**src/rtl/mem_trace_collector.sv**
```systemverilog
`default_nettype none
// mem_trace_collector: per-channel req/gnt/rvalid transaction tracer with
// timestamped records merged into a single drop-counted output FIFO.
module mem_trace_collector #(
  parameter int NUM_CH     = 2,
  parameter int ADDR_WIDTH = 32,
  parameter int TS_WIDTH   = 32,
  parameter int DEPTH      = 16,
  parameter int DROP_WIDTH = 16
) (
  input  logic                                         clk,
  input  logic                                         rst,
  input  logic                                         trace_en,
  input  logic [NUM_CH-1:0]                            mem_req,
  input  logic [NUM_CH*ADDR_WIDTH-1:0]                 mem_addr,
  input  logic [NUM_CH-1:0]                            mem_gnt,
  input  logic [NUM_CH-1:0]                            mem_rvalid,
  output logic                                         trace_valid,
  input  logic                                         trace_ready,
  output logic [((NUM_CH > 1) ? $clog2(NUM_CH) : 1)-1:0] trace_ch,
  output logic [ADDR_WIDTH-1:0]                        trace_addr,
  output logic [TS_WIDTH-1:0]                          trace_t_req,
  output logic [TS_WIDTH-1:0]                          trace_t_gnt,
  output logic [TS_WIDTH-1:0]                          trace_t_rvalid,
  output logic [$clog2(DEPTH+1)-1:0]                   fifo_level,
  output logic [DROP_WIDTH-1:0]                        drop_count
);

  localparam int CH_W   = (NUM_CH > 1) ? $clog2(NUM_CH) : 1;
  localparam int LVL_W  = $clog2(DEPTH + 1);
  localparam int PTR_W  = $clog2(DEPTH);
  localparam int PREC_W = ADDR_WIDTH + 3 * TS_WIDTH;
  localparam int REC_W  = CH_W + PREC_W;

  typedef enum logic [1:0] {
    ST_IDLE     = 2'd0,
    ST_WAIT_GNT = 2'd1,
    ST_WAIT_RV  = 2'd2
  } state_t;

  logic [TS_WIDTH-1:0] ts;
  logic [NUM_CH-1:0]   pend_valid;
  logic [NUM_CH-1:0]   complete;
  logic [NUM_CH-1:0]   drop;
  logic [NUM_CH-1:0]   grant;
  logic [PREC_W-1:0]   pend_rec [NUM_CH];

  logic                push;
  logic                pop;
  logic                full;
  logic [CH_W-1:0]     sel;
  logic [PTR_W-1:0]    wr_ptr;
  logic [PTR_W-1:0]    rd_ptr;
  logic [LVL_W-1:0]    level;
  logic [REC_W-1:0]    fifo_mem [DEPTH];
  logic [REC_W-1:0]    head;

  logic [3:0]            n_drop;
  logic [DROP_WIDTH:0]   drop_sum;

  always_ff @(posedge clk or posedge rst) begin
    if (rst) begin
      ts <= '0;
    end else begin
      ts <= ts + TS_WIDTH'(1);
    end
  end

  for (genvar i = 0; i < NUM_CH; i++) begin : g_ch
    logic                  req;
    logic                  gnt;
    logic                  rv;
    logic                  start;
    logic [ADDR_WIDTH-1:0] addr;
    state_t                state;
    logic [ADDR_WIDTH-1:0] cap_addr;
    logic [TS_WIDTH-1:0]   cap_treq;
    logic [TS_WIDTH-1:0]   cap_tgnt;
    logic                  pv;
    logic [PREC_W-1:0]     prec;

    assign req   = mem_req[i];
    assign gnt   = mem_gnt[i];
    assign rv    = mem_rvalid[i];
    assign addr  = mem_addr[i*ADDR_WIDTH +: ADDR_WIDTH];
    assign start = req && trace_en;

    assign complete[i] = (state == ST_WAIT_RV) && rv;
    // A slot being drained this cycle may be refilled on the same edge.
    assign drop[i]       = complete[i] && pv && !grant[i];
    assign pend_valid[i] = pv;
    assign pend_rec[i]   = prec;

    always_ff @(posedge clk or posedge rst) begin
      if (rst) begin
        state    <= ST_IDLE;
        cap_addr <= '0;
        cap_treq <= '0;
        cap_tgnt <= '0;
        pv       <= 1'b0;
        prec     <= '0;
      end else begin
        case (state)
          ST_IDLE: begin
            if (start) begin
              cap_addr <= addr;
              cap_treq <= ts;
              cap_tgnt <= ts;
              state    <= gnt ? ST_WAIT_RV : ST_WAIT_GNT;
            end
          end
          ST_WAIT_GNT: begin
            if (gnt) begin
              cap_tgnt <= ts;
              state    <= ST_WAIT_RV;
            end
          end
          ST_WAIT_RV: begin
            if (rv) begin
              if (start) begin
                cap_addr <= addr;
                cap_treq <= ts;
                cap_tgnt <= ts;
                state    <= gnt ? ST_WAIT_RV : ST_WAIT_GNT;
              end else begin
                state <= ST_IDLE;
              end
            end
          end
          default: state <= ST_IDLE;
        endcase

        if (grant[i]) begin
          pv <= 1'b0;
        end
        if (complete[i] && !drop[i]) begin
          pv   <= 1'b1;
          prec <= {cap_addr, cap_treq, cap_tgnt, ts};
        end
      end
    end
  end

  assign full = (level == LVL_W'(DEPTH));
  assign pop  = trace_valid && trace_ready;

  // Fixed priority: the lowest-numbered pending channel wins.
  always_comb begin
    grant = '0;
    sel   = '0;
    for (int k = NUM_CH - 1; k >= 0; k--) begin
      if (pend_valid[k]) begin
        sel = CH_W'(k);
      end
    end
    push = (|pend_valid) && (!full || pop);
    if (push) begin
      grant[sel] = 1'b1;
    end
  end

  always_ff @(posedge clk) begin
    if (push) begin
      fifo_mem[wr_ptr] <= {sel, pend_rec[sel]};
    end
  end

  always_ff @(posedge clk or posedge rst) begin
    if (rst) begin
      wr_ptr <= '0;
      rd_ptr <= '0;
      level  <= '0;
    end else begin
      if (push) begin
        wr_ptr <= wr_ptr + PTR_W'(1);
      end
      if (pop) begin
        rd_ptr <= rd_ptr + PTR_W'(1);
      end
      case ({push, pop})
        2'b10:   level <= level + LVL_W'(1);
        2'b01:   level <= level - LVL_W'(1);
        default: level <= level;
      endcase
    end
  end

  always_comb begin
    n_drop = '0;
    for (int k = 0; k < NUM_CH; k++) begin
      n_drop = n_drop + 4'(drop[k]);
    end
    drop_sum = {1'b0, drop_count} + (DROP_WIDTH + 1)'(n_drop);
  end

  always_ff @(posedge clk or posedge rst) begin
    if (rst) begin
      drop_count <= '0;
    end else if (drop_sum[DROP_WIDTH]) begin
      drop_count <= '1;
    end else begin
      drop_count <= drop_sum[DROP_WIDTH-1:0];
    end
  end

  // Head fields read as zero whenever the FIFO is empty, including after reset.
  assign trace_valid    = (level != '0);
  assign fifo_level     = level;
  assign head           = fifo_mem[rd_ptr];
  assign trace_ch       = trace_valid ? head[REC_W-1 -: CH_W] : '0;
  assign trace_addr     = trace_valid ? head[PREC_W-1 -: ADDR_WIDTH] : '0;
  assign trace_t_req    = trace_valid ? head[3*TS_WIDTH-1 -: TS_WIDTH] : '0;
  assign trace_t_gnt    = trace_valid ? head[2*TS_WIDTH-1 -: TS_WIDTH] : '0;
  assign trace_t_rvalid = trace_valid ? head[TS_WIDTH-1:0] : '0;

endmodule
`default_nettype wire

```
**config.mk**
```make
export PLATFORM = sky130hd
export DESIGN_NAME = mem_trace_collector
export DESIGN_NICKNAME = d
export VERILOG_FILES = /design/src/rtl/mem_trace_collector.sv
export SDC_FILE = /design/constraint.sdc
export NUM_CORES = 2
export LEC_CHECK = 0
export BUFFER_PORTS_ARGS = -buffer_cell sky130_fd_sc_hd__buf_2
export CORE_MARGIN = 1.5
export CORE_UTILIZATION = 65
export DETAILED_ROUTE_END_ITERATION = 7
export PLACE_DENSITY = 0.83
export SLEW_MARGIN = 25
export SYNTH_ARGS = -nofsm -noshare
export SYNTH_HDL_FRONTEND = slang
export SYNTH_SLANG_ARGS = --single-unit
```
**constraint.sdc**
```tcl
create_clock -name clk -period 47.4 [get_ports clk]
set_clock_uncertainty 0.05 [all_clocks]
set_input_delay 4.74 -clock clk [delete_from_list [all_inputs] [get_ports clk]]
set_output_delay 4.74 -clock clk [all_outputs]
set_load 0.02 [all_outputs]
```
# == Yosys cells after proc, flatten, opt, wreduce, memory -nomap -nowiden ==
# Memories as Yosys holds them, arrays and structs flattened.
# Cells that the tools add are included.
# totals
wordCells,131
memories,1
ramBits,2064
romBits,0
reg_bits,515
inputBits,74
latch_bits,0
# memory_table
name,words,width,rd,rd_clocked_by_memory_dff,wr,line,source
fifo_mem,16,129,1,0,1,55,logic [REC_W-1:0] fifo_mem [DEPTH];
# classes
n_shift,0
bitwise,1
n_addsub,7
div_mod_pow,0
reduce_logical,36
mul,0
magnitude_cmp,3
muxes,53
n_eq_ne,13
# ops
cell,count
two-way mux 32 bit,18
two-way mux 128 bit,3
case mux 32 bit (2 select lines),4
case mux 32 bit (3 select lines),2
"adder 32 x 1 -> 32 bit, second input constant",1
two-way mux 2 bit,11
adder 16 x 2 -> 17 bit,1
two-way mux 16 bit,1
logical AND 1 bit,13
"inequality test 2 bit, second input constant",6
case mux 2 bit (3 select lines),2
AND reduction 3 bit,4
two-way mux 1 bit,10
case mux 5 bit (2 select lines),1
nonzero test 2 bit,5
"adder 4 x 1 -> 4 bit, second input constant",2
"equality test 2 x 1 -> 1 bit, second input constant",3
"equality test 2 bit, second input constant",3
nonzero test 3 bit,2
"adder 5 x 1 -> 5 bit, second input constant",1
"equality test 5 bit, second input constant",1
zero test 1 bit,5
nonzero test 5 bit,1
"subtractor 5 x 1 -> 5 bit, second input constant",1
other kinds (10),12

# == Longest topological paths before layout ==
# depth
depth_word,12
depth_mapped,11

# == Least setup slack after synthesis ==
# OpenSTA, ideal clock, no wires.
# synth_path
path_kind,in2reg
start,input port trace_ready
end,memory fifo_mem[3][0] (netlist name) (enable)
required_ps,46576
setup_ps,774
cell_stages,4
arrival_time_ps,14180
setup_slack_ps,32396
cell_sequence,nor2b_1 -> a21oi_1 -> nand2_1 -> nor3_1
# synth_between
elab_chain_cells,5
# synth_rtl
element,line,source
start: declaration,19,"input logic trace_ready,"
logical AND 1 bit,145,assign pop = trace_valid && trace_ready;
logical OR 1 bit,156,push = (|pend_valid) && (!full || pop);
logical AND 1 bit,156,
two-way mux 1 bit,163,if (push) begin
two-way mux 1 bit (not written as such),164,"fifo_mem[wr_ptr] <= {sel, pend_rec[sel]};"
end: declaration,55,
# No other way between the ends.

# == Worst setup path in the final report ==
# layout_path
start,register rd_ptr[2]
end,output port trace_t_rvalid[1]
# layout_between
elab_chain_cells,2
# layout_rtl
element,line,source
start: declaration,53,logic [PTR_W-1:0] rd_ptr;
start signal: assignment,178,rd_ptr <= rd_ptr + PTR_W'(1);
memory (16 x 129 bit),-,
two-way mux 32 bit,214,assign trace_t_rvalid = trace_valid ? head[TS_WIDTH-1:0] : '0;
end: declaration,24,"output logic [TS_WIDTH-1:0] trace_t_rvalid,"
# No other way between the ends.

==> out/qor.yml <==
synth.area.top_cells: "edfxtp_1, dfrtp_1, mux4_2"
grt_max_degree: 129
first_global_vias: 53129
ios: 225
synth_ff_type: "edfxtp_1"
ant_nets: 0
via_count: 50034
syn-num-nets: 4934
crit_required_ps: 42610
arrival_ps: 6370
status: "completed"
cts_buffers: 234
hold_violations: 0
reg2reg_to: "fifo_mem[7][65]$_DFFE_PP_"
routed_wirelength_mm: 242
min_from: "g_ch[0].state[1]$_DFFE_PP0P_"
syn_to_final_growth_pct: 11.2
gr-total-overflow: 0
worstPathBufferInverterCount: 5
synth_area_mm2: 0.0997
critPathTopFamily: "buffers and inverters"
max-slew-margin-rel_pct: 23.6
drtIter0Drc: 6254
post-place-ws_ps: 36940
fin_crit_ps: 11160
fin_tns_setup_ps: 0
drc: 0
firstDrtPassIters: 6
cts_tree: "built"
worstMarginPinSlew_ps: 1150
clock_path_buffers: 3
final_util_pct: 72.9
period_share_pct: 23.5
regToRegSetupSlack_ps: 42300
ys_top_cells_by_count: "edfxtp_1, mux4_2, dfrtp_1"
die_h_um: 395
ctsResizeCount: 0
place_hpwl_mm: 117
hold-path-cell-count: 1
grt_pass1_wl_mm: 355
cts_root_buf: "clkbuf_16"
drive_gt1_share_pct: 30.8
io_buffers: 224
antenna_found_initial: 6
synth_top_area_cell: "edfxtp_1"
critical_path.cell_chain: "buf_4 -> buf_4 -> buf_4 -> buf_4 -> mux2i_1 -> o22ai_1 -> buf_2"
crit_start: "rd_ptr[2]$_DFFE_PP0P_"
critPathSlowestCell: "buf_4"
ys_ff_latch: 2579
max-vdd-ir-drop_uv: 46.5
startpoint_type: "flop"
synth.top_cell.area_share_pct: 62.2
r2r-start: "fifo_level[4]$_DFFE_PP0P_"
synth.distinct_cells: 49
min_path_type: "reg2reg"
clk_pin_slew_ps: 60
finalSetupViolations: 0
reg2regPathDepth: 7
clock.fmax_mhz: 89.6
netlist_instances: 4848
num_rows: 143
grt_use_total_pct: 31.4
cts_setup_buffers: 0
seq_area_frac_synth_pct: 75.1
die_area_mm2: 0.156
slew_viol_final: 0
synth_warnings: 0
critPathMaxStageDelay_ps: 950
cp_common_cell: "buf_4"
cap_violations: 0
ys_async_sr_fraction_pct: 20.0
fillers: 7995
critPathMaxFanout: 50
wl_per_cell_um: 32.8
power_per_cell_area_mw_per_mm2: 57.0
yosysMostFrequentCell: "edfxtp_1"
synth.avg_cell_area_um2: 20.6
worstSkewPairLatency_ps: 850
power.leakage_nw: 41.2
start_util_pct: 65.5
path_class: "reg2out"
fin_ws_ps: 36240
core_mm2: 0.152
cts.hold.buffers_added: 0
final_nets: 5208
rsz0062_at_grt: "false"
htree_levels: 4
cp-end-kind: "primary output"
dieWidth_um: 395
synth-edff-count: 2064
clock-sinks: 2579
holdPathEnd: "g_ch[0].state[0]$_DFFE_PP0P_"
viasPerCell: 6.80
globalplace.congestion: 0.769
## cell usage in the layout (no fill, tap or decap), drive strengths merged, types with 4 or more instances in the layout
cell / synthesis / final
a21oi: 6 / 6
nand3: 17 / 17
nand4: 19 / 19
nor4: 4 / 4
inv: 13 / 21
bufinv: 0 / 18
and4: 6 / 6
nor2: 23 / 23
o22ai: 129 / 129
ha: 10 / 10
mux2: 452 / 452
o21ai: 7 / 7
clkinvlp: 0 / 6
nor3: 10 / 10
buf: 142 / 317
nand2b: 11 / 11
clkinv: 0 / 88
edfxtp: 2064 / 2064
dfrtp: 515 / 515
xor2: 18 / 18
mux2i: 259 / 259
nand2: 420 / 420
mux4: 516 / 516
xnor2: 32 / 32
and3: 8 / 8
diode: 0 / 4
nor2b: 6 / 6
clkbuf: 137 / 320
## cell type report
| type | instances | area [um2] | area share (%) |
|---|---|---|---|
| Clock inverter | 120 | 1280 | 1.16 |
| Sequential cell | 2579 | 74900 | 67.5 |
| Tap cell | 2030 | 2540 | 2.29 |
| Antenna cell | 4 | 10.0 | 0.00903 |
| Clock buffer | 320 | 6470 | 5.84 |
| Timing Repair Buffer | 317 | 1980 | 1.78 |
| Inverter | 13 | 61.3 | 0.0553 |
| Multi-Input combinational cell | 1977 | 23700 | 21.3 |
## where the power goes
group	total [mW]	switching (mW)	leakage (nW)	internal, mW
Clock	1.90	0.838	3.79	1.06
Combinational	1.66	1.01	10.5	0.645
Sequential	2.76	0.0793	27.0	2.68
Total	6.32	1.93	41.2	4.38
## flip-flops by register name (all words and copies together) (netlist names)
register       cells
g_ch.cap_treq     64
g_ch.state         4
ts                32
g_ch.prec        256
g_ch.pv            2
fifo_mem        2064
rd_ptr             4
wr_ptr             4
drop_count        16
g_ch.cap_tgnt     64
g_ch.cap_addr     64
fifo_level         5
## cells by family (layout without fill, tap and decap cells)
logic type                 count (synthesis)  count (layout)  share of synthesized area, %
AOI/OAI and AO/OA                        155             155                         0.979
muxes                                   1227            1227                          19.7
buffers and inverters                    292             770                          1.32
other                                      0               4                             0
DFF                                     2579            2579                          75.1
and+or+nand+nor                          533             533                          2.24
xor gates and xnor gates                  50              50                         0.439
adders and majority gates                 12              12                         0.166
## worst max-delay path by stage
stage,slack (ps),end,cells after the start
4_1_cts,35940,trace_t_gnt[29],8
3_3_place_gp,36980,trace_addr[2],8
5_1_grt,36000,trace_addr[15],8
6_report,36240,trace_t_rvalid[1],7
2_1_floorplan,28230,drop_count[0]$_DFF_PP0_,1
3_5_place_dp,36940,trace_t_gnt[27],8
## per-layer routing
| metal | GRT usage (%) | share of wire, % |
|---|---|---|
| met5 | 0 | 0.011 |
| met4 | 12.1 | 3.7 |
| met3 | 5.13 | 9.7 |
| met2 | 52.6 | 51 |
| met1 | 42.1 | 36 |
## through the flow
step	hold WS [ps]	total power, mW	instance area [um2]	cells
final	436	6.32	111000	7360
after global routing	451	6.50	111000	7357
after CTS	435	6.33	111000	7355
after detailed placement	425	4.43	103000	6915
after global placement	418	4.38	103000	6914
after floorplan	398	3.94	99700	4848
Power figures use the tool's default switching activity.
